**src/rtl/program_loader.sv**
```systemverilog
// Boot-time loader: receives a length-prefixed big-endian byte image, writes it word by
// word into instruction memory, then releases the MIPS datapath from reset.
module program_loader #(
  parameter int ADDR_WIDTH = 8
) (
  input  logic        clock,
  input  logic        reset,
  input  logic [7:0]  rx_data,
  input  logic        rx_valid,
  output logic        rx_ready,
  output logic        imem_we,
  output logic [31:0] imem_addr,
  output logic [31:0] imem_wdata,
  output logic        cpu_reset,
  output logic        done,
  output logic        error
);

  localparam int MAX_WORDS = 2 ** ADDR_WIDTH;
  localparam logic [16:0] MaxWordsL = 17'(MAX_WORDS);

  typedef enum logic [2:0] {CNT_HI, CNT_LO, DATA, WRITE, RUN, ERR} state_t;

  state_t                state_q, state_d;
  logic [7:0]            countHi_q, countHi_d;
  logic [15:0]           wordCount_q, wordCount_d;
  logic [ADDR_WIDTH-1:0] wordIdx_q, wordIdx_d;
  logic [1:0]            byteIdx_q, byteIdx_d;
  logic [23:0]           shift_q, shift_d;
  logic [31:0]           addr_q, addr_d;
  logic [31:0]           wdata_q, wdata_d;
  logic                  cpuReset_q, cpuReset_d;

  logic                  accept;
  logic [15:0]           rxCount;
  logic [ADDR_WIDTH:0]   wordNext;

  assign rx_ready   = (state_q == CNT_HI) || (state_q == CNT_LO) || (state_q == DATA);
  assign imem_we    = (state_q == WRITE);
  assign done       = (state_q == RUN);
  assign error      = (state_q == ERR);
  assign cpu_reset  = cpuReset_q;
  assign imem_addr  = addr_q;
  assign imem_wdata = wdata_q;

  always_comb begin
    state_d     = state_q;
    countHi_d   = countHi_q;
    wordCount_d = wordCount_q;
    wordIdx_d   = wordIdx_q;
    byteIdx_d   = byteIdx_q;
    shift_d     = shift_q;
    addr_d      = addr_q;
    wdata_d     = wdata_q;
    accept      = rx_valid && rx_ready;
    rxCount     = {countHi_q, rx_data};
    wordNext    = {1'b0, wordIdx_q} + 1'b1;

    case (state_q)
      CNT_HI: begin
        if (accept) begin
          countHi_d = rx_data;
          state_d   = CNT_LO;
        end
      end
      CNT_LO: begin
        if (accept) begin
          wordCount_d = rxCount;
          byteIdx_d   = '0;
          wordIdx_d   = '0;
          if (rxCount == 16'd0) begin
            state_d = RUN;
          end else if ({1'b0, rxCount} > MaxWordsL) begin
            state_d = ERR;
          end else begin
            state_d = DATA;
          end
        end
      end
      DATA: begin
        if (accept) begin
          shift_d   = {shift_q[15:0], rx_data};
          byteIdx_d = byteIdx_q + 2'd1;
          // The fourth byte completes the word; latch it together with its address.
          if (byteIdx_q == 2'd3) begin
            wdata_d = {shift_q, rx_data};
            addr_d  = 32'({wordIdx_q, 2'b00});
            state_d = WRITE;
          end
        end
      end
      WRITE: begin
        if (16'(wordNext) == wordCount_q) begin
          state_d = RUN;
        end else begin
          wordIdx_d = wordIdx_q + 1'b1;
          state_d   = DATA;
        end
      end
      RUN:     state_d = RUN;
      ERR:     state_d = ERR;
      default: state_d = CNT_HI;
    endcase

    // Registered so the datapath sees a clean edge one cycle after the last write.
    cpuReset_d = (state_d != RUN);
  end

  always_ff @(posedge clock) begin
    if (reset) begin
      state_q     <= CNT_HI;
      countHi_q   <= '0;
      wordCount_q <= '0;
      wordIdx_q   <= '0;
      byteIdx_q   <= '0;
      shift_q     <= '0;
      addr_q      <= '0;
      wdata_q     <= '0;
      cpuReset_q  <= 1'b1;
    end else begin
      state_q     <= state_d;
      countHi_q   <= countHi_d;
      wordCount_q <= wordCount_d;
      wordIdx_q   <= wordIdx_d;
      byteIdx_q   <= byteIdx_d;
      shift_q     <= shift_d;
      addr_q      <= addr_d;
      wdata_q     <= wdata_d;
      cpuReset_q  <= cpuReset_d;
    end
  end

endmodule

```
**config.mk**
```make
export PLATFORM = sky130hd
export DESIGN_NAME = program_loader
export DESIGN_NICKNAME = d
export VERILOG_FILES = /design/src/rtl/program_loader.sv
export SDC_FILE = /design/constraint.sdc
export NUM_CORES = 1
export LEC_CHECK = 0
export ABC_AREA = 1
export CAP_MARGIN = 20
export CORE_ASPECT_RATIO = 0.9
export CORE_MARGIN = 2
export CORE_UTILIZATION = 35
export DETAILED_ROUTE_END_ITERATION = 16
export GPL_TIMING_DRIVEN = 1
export SETUP_SLACK_MARGIN = 0.15
export SLEW_MARGIN = 20
export SYNTH_ARGS = -nofsm -noshare
export SYNTH_HDL_FRONTEND = slang
export SYNTH_SLANG_ARGS = --single-unit
```
**constraint.sdc**
```tcl
create_clock -name clock -period 2.05 [get_ports clock]
set_input_delay 0.41 -clock clock [delete_from_list [all_inputs] [get_ports clock]]
set_output_delay 0.41 -clock clock [all_outputs]
set_load 0.005 [all_outputs]
```
==> results of run 1 <==
placed cells by master, fill, tap and decap left out, drive strengths merged:
cell           instances
nand2                139
dfxtp                102
a21oi                 87
nor2                  55
clkdlybuf4s50         51
o21ai                 50
inv                   45
buf                   27
conb                  24
nand3                 23
clkbuf                11
a211oi                 8
clkinvlp               4
clkinv                 4
nand3b                 3
nand4                  2
nor3                   2
dlymetal6s2s           2
ha                     2
nor3b                  1
nor4                   1
a21boi                 1
dlygate4sd2            1
what timing repair did:
action                     4_1_cts  5_1_grt
gates cloned                     0        2
setup buffers                    2        3
setup endpoints to repair        7       26
hold buffers                     0        0
pin swaps                        2        5
resized for setup                8       24
hold endpoints to repair         0        0
kinds of logic (layout without fill, tap and decap cells):
kind of cell | after synthesis | after routing
AND/OR/NAND/NOR | 226 | 226
AO/OA/AOI/OAI | 146 | 146
flip-flops | 102 | 102
buffers and inverters | 96 | 145
adder cells (fa/ha/maj) | 2 | 2
other | 1 | 24
final cells by class:
| class | instances | area [sq um] |
|---|---|---|
| Multi-Input combinational cell | 398 | 1910 |
| Clock inverter | 6 | 53.8 |
| Sequential cell | 102 | 2050 |
| Tap cell | 160 | 200 |
| Timing Repair inverter | 1 | 5.00 |
| Clock buffer | 10 | 239 |
| Timing Repair Buffer | 82 | 782 |
| Inverter | 46 | 183 |
| Fill cell | 1221 | 6560 |
sequential cells by signal, summed over array words and instances (netlist names):
name / flops
byteIdx_q: 2
countHi_q: 8
cpu_reset: 1
imem_addr: 8
imem_wdata: 32
shift_q: 24
state_q: 3
wordCount_q: 16
wordIdx_q: 8
per-stage QoR:
stage / cell area, sq um / setup slack [ns]
final: 5420 / 0.123
after global routing: 5420 / 0.0550
after CTS: 5320 / 0.160
after detailed placement: 4980 / -0.000339
after global placement: 4980 / 0.0281
after floorplan: 4360 / 0.317
path summary, 6_finish.rpt:
kind	from	end	slack [ns]	cells past startpoint
worst min register to register	shift_q[16]	imem_wdata[24]	0.47	2
worst max-delay path	state_q[0]	rx_ready	0.12	2
worst min-delay path	shift_q[16]	imem_wdata[24]	0.47	2
worst max register to register	wordIdx_q[0]	cpu_reset	0.19	13
power by group:
| group | switching [uW] | internal, uW | leakage [uW] |
|---|---|---|---|
| registers | 65.4 | 2070 | 0.000830 |
| logic | 332 | 187 | 0.00112 |
| clock network | 777 | 877 | 0.000141 |
metal layers:
metal  global-route usage  share of wire
met2                0.255           0.45
met4               0.0490         0.0080
met5                    0              0
met3               0.0361          0.055
met1                0.221           0.49
worst max-delay path: cells and delay by family (launching register included):
kind	cells	cell delay, ns
AOI/OAI and AO/OA	1	0.27
buffers and inverters	1	0.56
DFF	1	0.35
==> out/results.txt, run 1 <==
In this run the power density over the cells is 795 nW/um^2. The post-synthesis mux area share is 0. The net total in the final layout is 653, and the total chip power is 4310 uW.

The effective utilization at floorplan is 0.356. The largest total area in the synthesized netlist belongs to sky130_fd_sc_hd__dfxtp_1. STA classifies the critical path endpoint as a primary output. The xor and xnor fraction of the mapped netlist area works out to 0. For the total I/O pin count, the log shows 80. The critical path startpoint category was a flip-flop.

0 antenna diodes ended up in the layout. For this run, the leading register cell type out of synthesis is sky130_fd_sc_hd__dfxtp_1. The tools report the total number of H-tree levels as 3. The proportion of layout cells with a drive suffix above 1 is 0.135, and the final period utilization is 0.940. The final-report max-slew violation count was 0; the remaining number of nets flagged by the antenna check after routing was 0. Adding up every negative setup slack in the final design gives 0 ns.

For the all-layer global routing usage, the log shows 0.161. The number of hold violations in the final report was 0. The run gives 0 as the residual DRC count. The worst path needs 1.93 ns of the cycle, external delays included.

The total placed cells including tap cells is 782, and the final-report setup violation count is 0. Clock skew on the completed layout was measured at 0.00712 ns. Number of CTS-inserted buffers: 9. The finished layout holds 805 standard cells, fillers aside. For this design the static power due to leakage is 0.00209 uW. The maximum buffer depth of the clock tree is 2. The number of global-route vias before repair is 3,536.

The share of the core filled with cells came out at 0.453. Entering global routing, the biggest net connects 54 pins. For the pin with the worst max-slew slack, the measured transition is 0.569 ns.

The first global-routing pass estimated 17,000 microns of wire. The maximum fanout along the worst path works out to 4. After detailed routing, the total wire length is 10,700 microns. The post-synthesis compound-gate area fraction was 0.180. The synthesized design contains 0 enable-type register cells. At the end of routability-driven placement, the weighted congestion stood at 0.919.

The average wire length per cell after detail routing came out at 13.2 microns. The flop and latch count out of synthesis was 102; the required time at the endpoint of the critical path was 1.64 ns. Setup repair after global routing could not meet its margin everywhere. After clock tree synthesis, the clock-pin slew on the worst setup and hold paths is 0.07 ns.

From synthesis to final layout, the design area changed by 27.0%. In this run, the number of DRC markers left after iteration 0 of detailed routing was 268. Timing would allow up to 519 MHz. The tool flagged a number of max-cap violations equal to 0. The cell count after synthesis came out at 573. The slowest stage cell on the critical path was sky130_fd_sc_hd__clkdlybuf4s50_1. Ranked by instance count, the synthesized netlist is headed by 134 x sky130_fd_sc_hd__nand2_1, 102 x sky130_fd_sc_hd__dfxtp_1, 83 x sky130_fd_sc_hd__a21oi_1, 50 x sky130_fd_sc_hd__o21ai_0, 49 x sky130_fd_sc_hd__nor2_1.

The worst hold-check path type is reg -> reg. The worst-case IR drop observed on VDD is 0.475 mV. For the via total after detailed routing, the log shows 3,838. The region available for standard cell placement spans 12,000 sq um. The post-synthesis average cell area was 7.45 sq um. The floorplan has 38 rows. TritonCTS built the clock tree. By area the synthesized netlist is led by sky130_fd_sc_hd__dfxtp_1 48%, sky130_fd_sc_hd__nand2_1 12%, sky130_fd_sc_hd__a21oi_1 9.7%, sky130_fd_sc_hd__o21ai_0 5.9%, sky130_fd_sc_hd__buf_4 4.7%. Summing every instance area after synthesis gives 4270 sq um. Most used standard cell by instance count after synthesis: sky130_fd_sc_hd__nand2_1. Walking the worst path, the cells encountered are a21oi_1, clkdlybuf4s50_1.

The run finished with clean final reports. The number of clock sinks is 102, and the arithmetic-cell share of the synthesized area counting full adders, half adders and majority gates is 0.00586. On the worst path, the slowest cell contributes a delay of 0.56 ns. The simple-gate area share of the yosys netlist was 0.226; the detailed placer's ending HPWL was 7140 microns. The startpoint-to-endpoint class of the critical path was reg -> out. The number of I/O port buffers is 55, and the count of synthesis-stage warnings from yosys is 0. The largest family of logic cells by synthesized area is simple AND/OR/NAND/NOR gates.

Top-area cell type share of the netlist area: 0.478. Measured along the y axis, the die boundary spans 109 microns. The width of the die is 120 microns. Using the TritonRoute via totals, the vias-per-cell ratio works out to 4.77. The number of antenna violations at the first check in global routing came out at 0. The number of optimization iterations in the first detailed-route pass is 4, and the residual overflow from global routing is 0. The worst max-slew margin expressed relative to the limit is 0.620. At the later pin of the worst-skew pair, clock insertion delay measures 0.34 ns. The die covers 13,100 sq um.

The root buffer cell chosen for the clock tree is sky130_fd_sc_hd__clkbuf_16. The worst-case hold slack is 0.465 ns, and the fraction of synthesis flops using an asynchronous set or reset pin is 0. The logs give 0.478 for the sequential area share after synthesis and 1.52 ns for the signal arrival time at the worst endpoint. For the number of distinct library cells after synthesis, the log shows 28.
Note: power is estimated with default switching activity, not from simulation.
==> run 2, diff against run 1 <==
- CORE_UTILIZATION: 35 -> 52
- PLACE_DENSITY: unset -> 0.8
==> out/results.txt, run 2 (synthesized netlist as in run 1, its figures left out) <==
The sum of routed wire length over all layers was 9910 microns (-7.0%). Number of clock sinks: 102 (unchanged). The antenna diode count was 0 (unchanged); the number of optimization iterations in the first detailed-route pass was 5 (+1). Setup repair after global routing could not meet its margin everywhere. For the number of global-route vias before repair, the log shows 3,580 (+1.2%). The global-route met3 utilization was 0.0575 (+0.0215).

The library cells used most frequently in the layout, excluding fill and tap cells, are 130 x sky130_fd_sc_hd__nand2_1, 95 x sky130_fd_sc_hd__dfxtp_1, 82 x sky130_fd_sc_hd__a21oi_1. The tools report the total placed cells including tap cells as 721 (-7.8%). The critical path goes through ha_4, inv_2, nand2_2, nand2_2, nor2_1, nand2_1, nor2_1, nand3_1, nor2_4, nand3_4, nand2_4, inv_4, nor2_2, nor2_1. The power density relative to cell area came out at 792 nW/um^2 (-0.40%). The residual DRC count was 0 (unchanged); the via density per instance was 5.28 (+11%).

The run gives 0.532 (+0.175) as the effective utilization at floorplan. The row count is 31 (-18%). Total I/O pin count: 80 (unchanged). The net total in the final layout came out at 649 (-0.61%). The logs give 0 (unchanged) for the residual overflow from global routing and 0.942 (+2.5%) for the routability congestion estimate. The proportion of layout cells with a drive suffix above 1 was 0.122 (-0.0132).

The tree is rooted in a sky130_fd_sc_hd__clkbuf_8. For the reported max-cap violation count, the log shows 0 (unchanged). Maximum clock frequency: 530 MHz (+2.0%). The final instance count without filler cells is 740 (-8.1%), and the maximum buffer depth of the clock tree is 2 (unchanged). The average wire length per cell after detail routing was 13.4 microns (+1.2%). The tools report the filler cell count in the final layout as 691 (-43%).

In this run the worst hold path is classified as in -> reg. For the worst max-slew margin expressed relative to the limit, the log shows 0.648 (+0.0280). The maximum fanout along the worst path is 5 (+1), and the final period utilization is 0.921 (-0.0187).

The final-report max-slew violation count is 0 (unchanged), and the total of hold buffers inserted after clock tree synthesis is 0 (unchanged). The total chip power was 4160 uW (-3.5%). The tools report the worst clock skew as 0.00763 ns (+0.000508 ns). The worst setup path is of the reg -> reg kind. The tools report the remaining number of nets flagged by the antenna check after routing as 0 (unchanged). Worst path buffer plus inverter count: 2 (+1). The logs give 9 (unchanged) for the number of CTS-inserted buffers and 0 (unchanged) for the number of hold violations in the final report.

The run gives 0.288 (+0.0677) as the routing usage on met1. The most frequent standard cell in the layout excluding fill and tap cells is sky130_fd_sc_hd__nand2_1. The most heavily used metal layer in global routing is met2.

The detailed placer's ending HPWL was 6860 microns (-3.9%). The worst setup path is captured at a flip-flop. The pin count of the biggest net entering global routing was 56 (+3.7%). TritonCTS built the clock tree. The area used by multi-input combinational logic came out at 1900 sq um (-0.33%). The number of I/O port buffers was 55 (unchanged); the global-route met2 utilization was 0.360 (+0.105). Via total after detailed routing: 3,904 (+1.7%). The largest delay contributor family on the critical path is simple AND/OR/NAND/NOR gates.

The clock transition at the registers of the reported paths is 0.10 ns (+0.03 ns). The slew of the pin with the lowest slew margin was 0.528 ns (-0.0414 ns); the global-route wire length before repair was 16,200 microns (-4.3%). The flow ran to the end, and the final reports show no timing, DRC or antenna violations.

The die outline area was 8950 sq um (-32%). STA classifies the critical path startpoint as a flip-flop. The signal arrival time at the worst endpoint was 2.16 ns (+0.64 ns). The required time at the endpoint of the critical path was 2.33 ns (+0.69 ns).

The width of the die works out to 99.5 microns (-17%). Clock latency on the worst-skew pair: 0.37 ns (+0.03 ns). Core area: 8030 sq um (-33%). The logs give 0 (unchanged) for the final-report setup violation count and 0.460 mV (-3.0%) for the worst vdd rail ir drop. The cell leakage power was 0.00204 uW (-2.4%); the height of the die was 90.0 microns (-17%). The all-layer global routing usage was 0.222 (+0.0604).

Cell repeated most along the worst path: sky130_fd_sc_hd__nor2_1. The number of flip-flops under the largest register name was 32 (unchanged). The number of DRC violations after detailed-routing iteration 0 is 248 (-7.5%).

Peak per-stage delay on the critical path: 0.34 ns (-0.22 ns). The clock period minus final worst setup slack is 1.89 ns (-0.0383 ns). Relative to the synthesized area, the layout overhead comes to 23.0%.

The total number of H-tree levels was 3 (unchanged). The number of antenna violations at the first check in global routing came out at 0 (unchanged). Among all stages on the critical path, the largest delay is contributed by sky130_fd_sc_hd__dfxtp_2. Area taken by flip-flops and latches: 2050 sq um (-0.18%).
==> run 2: worst reg2reg max path, delay by kind of cell (launching register included) <==
family	cells	cell delay (ns)
and+or+nand+nor	11	1.08
buffers and inverters	2	0.10
adders and majority gates	1	0.28
DFF	1	0.34
==> run 2: repair_timing <==
item,in CTS,in global routing
setup endpoints to repair,4,11
pin swaps,0,7
resized for setup,8,21
cloned,0,0
buffers inserted,1,2
==> run 2: final cells by class <==
class	instances	area share
Tap cell	99	0.0236
Inverter	46	0.0341
Multi-Input combinational cell	398	0.362
Sequential cell	102	0.390
Clock inverter	7	0.0229
Clock buffer	9	0.0236
Timing Repair Buffer	79	0.144
==> run 2: layer usage <==
| metal | up-vias | wire, microns |
|---|---|---|
| li1 | 1941 | - |
| met3 | 12 | 701 |
| met1 | 1813 | 4350 |
| met5 | - | 0 |
| met4 | 0 | 117 |
| met2 | 138 | 4740 |
==> run 2: final timing paths <==
check	from	to	slack, ns	depth (start not counted)
setup / recovery	wordIdx_q[1]	wordIdx_q[3]	0.16	14
hold / removal	reset	imem_wdata[17]	0.42	4
setup reg to reg	wordIdx_q[1]	wordIdx_q[3]	0.16	14
hold reg to reg	wordCount_q[14]	wordCount_q[14]	0.46	2
==> run 2: where the power goes <==
part	total [uW]	internal, uW	switching [uW]
Combinational	520	188	331
Sequential	2130	2070	62.1
Clock	1510	814	691
Total	4160	3080	1080
==> run 2: metrics by stage <==
step / setup WS, ns / utilization / hold slack, ns / area (sq um) / setup TNS (ns)
finish: 0.162 / 0.654 / 0.417 / 5250 / 0
global route: 0.0534 / 0.654 / 0.427 / 5250 / 0
CTS: 0.0535 / 0.645 / 0.401 / 5180 / 0
detailed placement: -0.0151 / 0.612 / 0.452 / 4920 / -0.0151
global placement: 0.0708 / 0.612 / 0.439 / 4920 / 0
floorplan: 0.317 / - / 0.429 / 4360 / 0
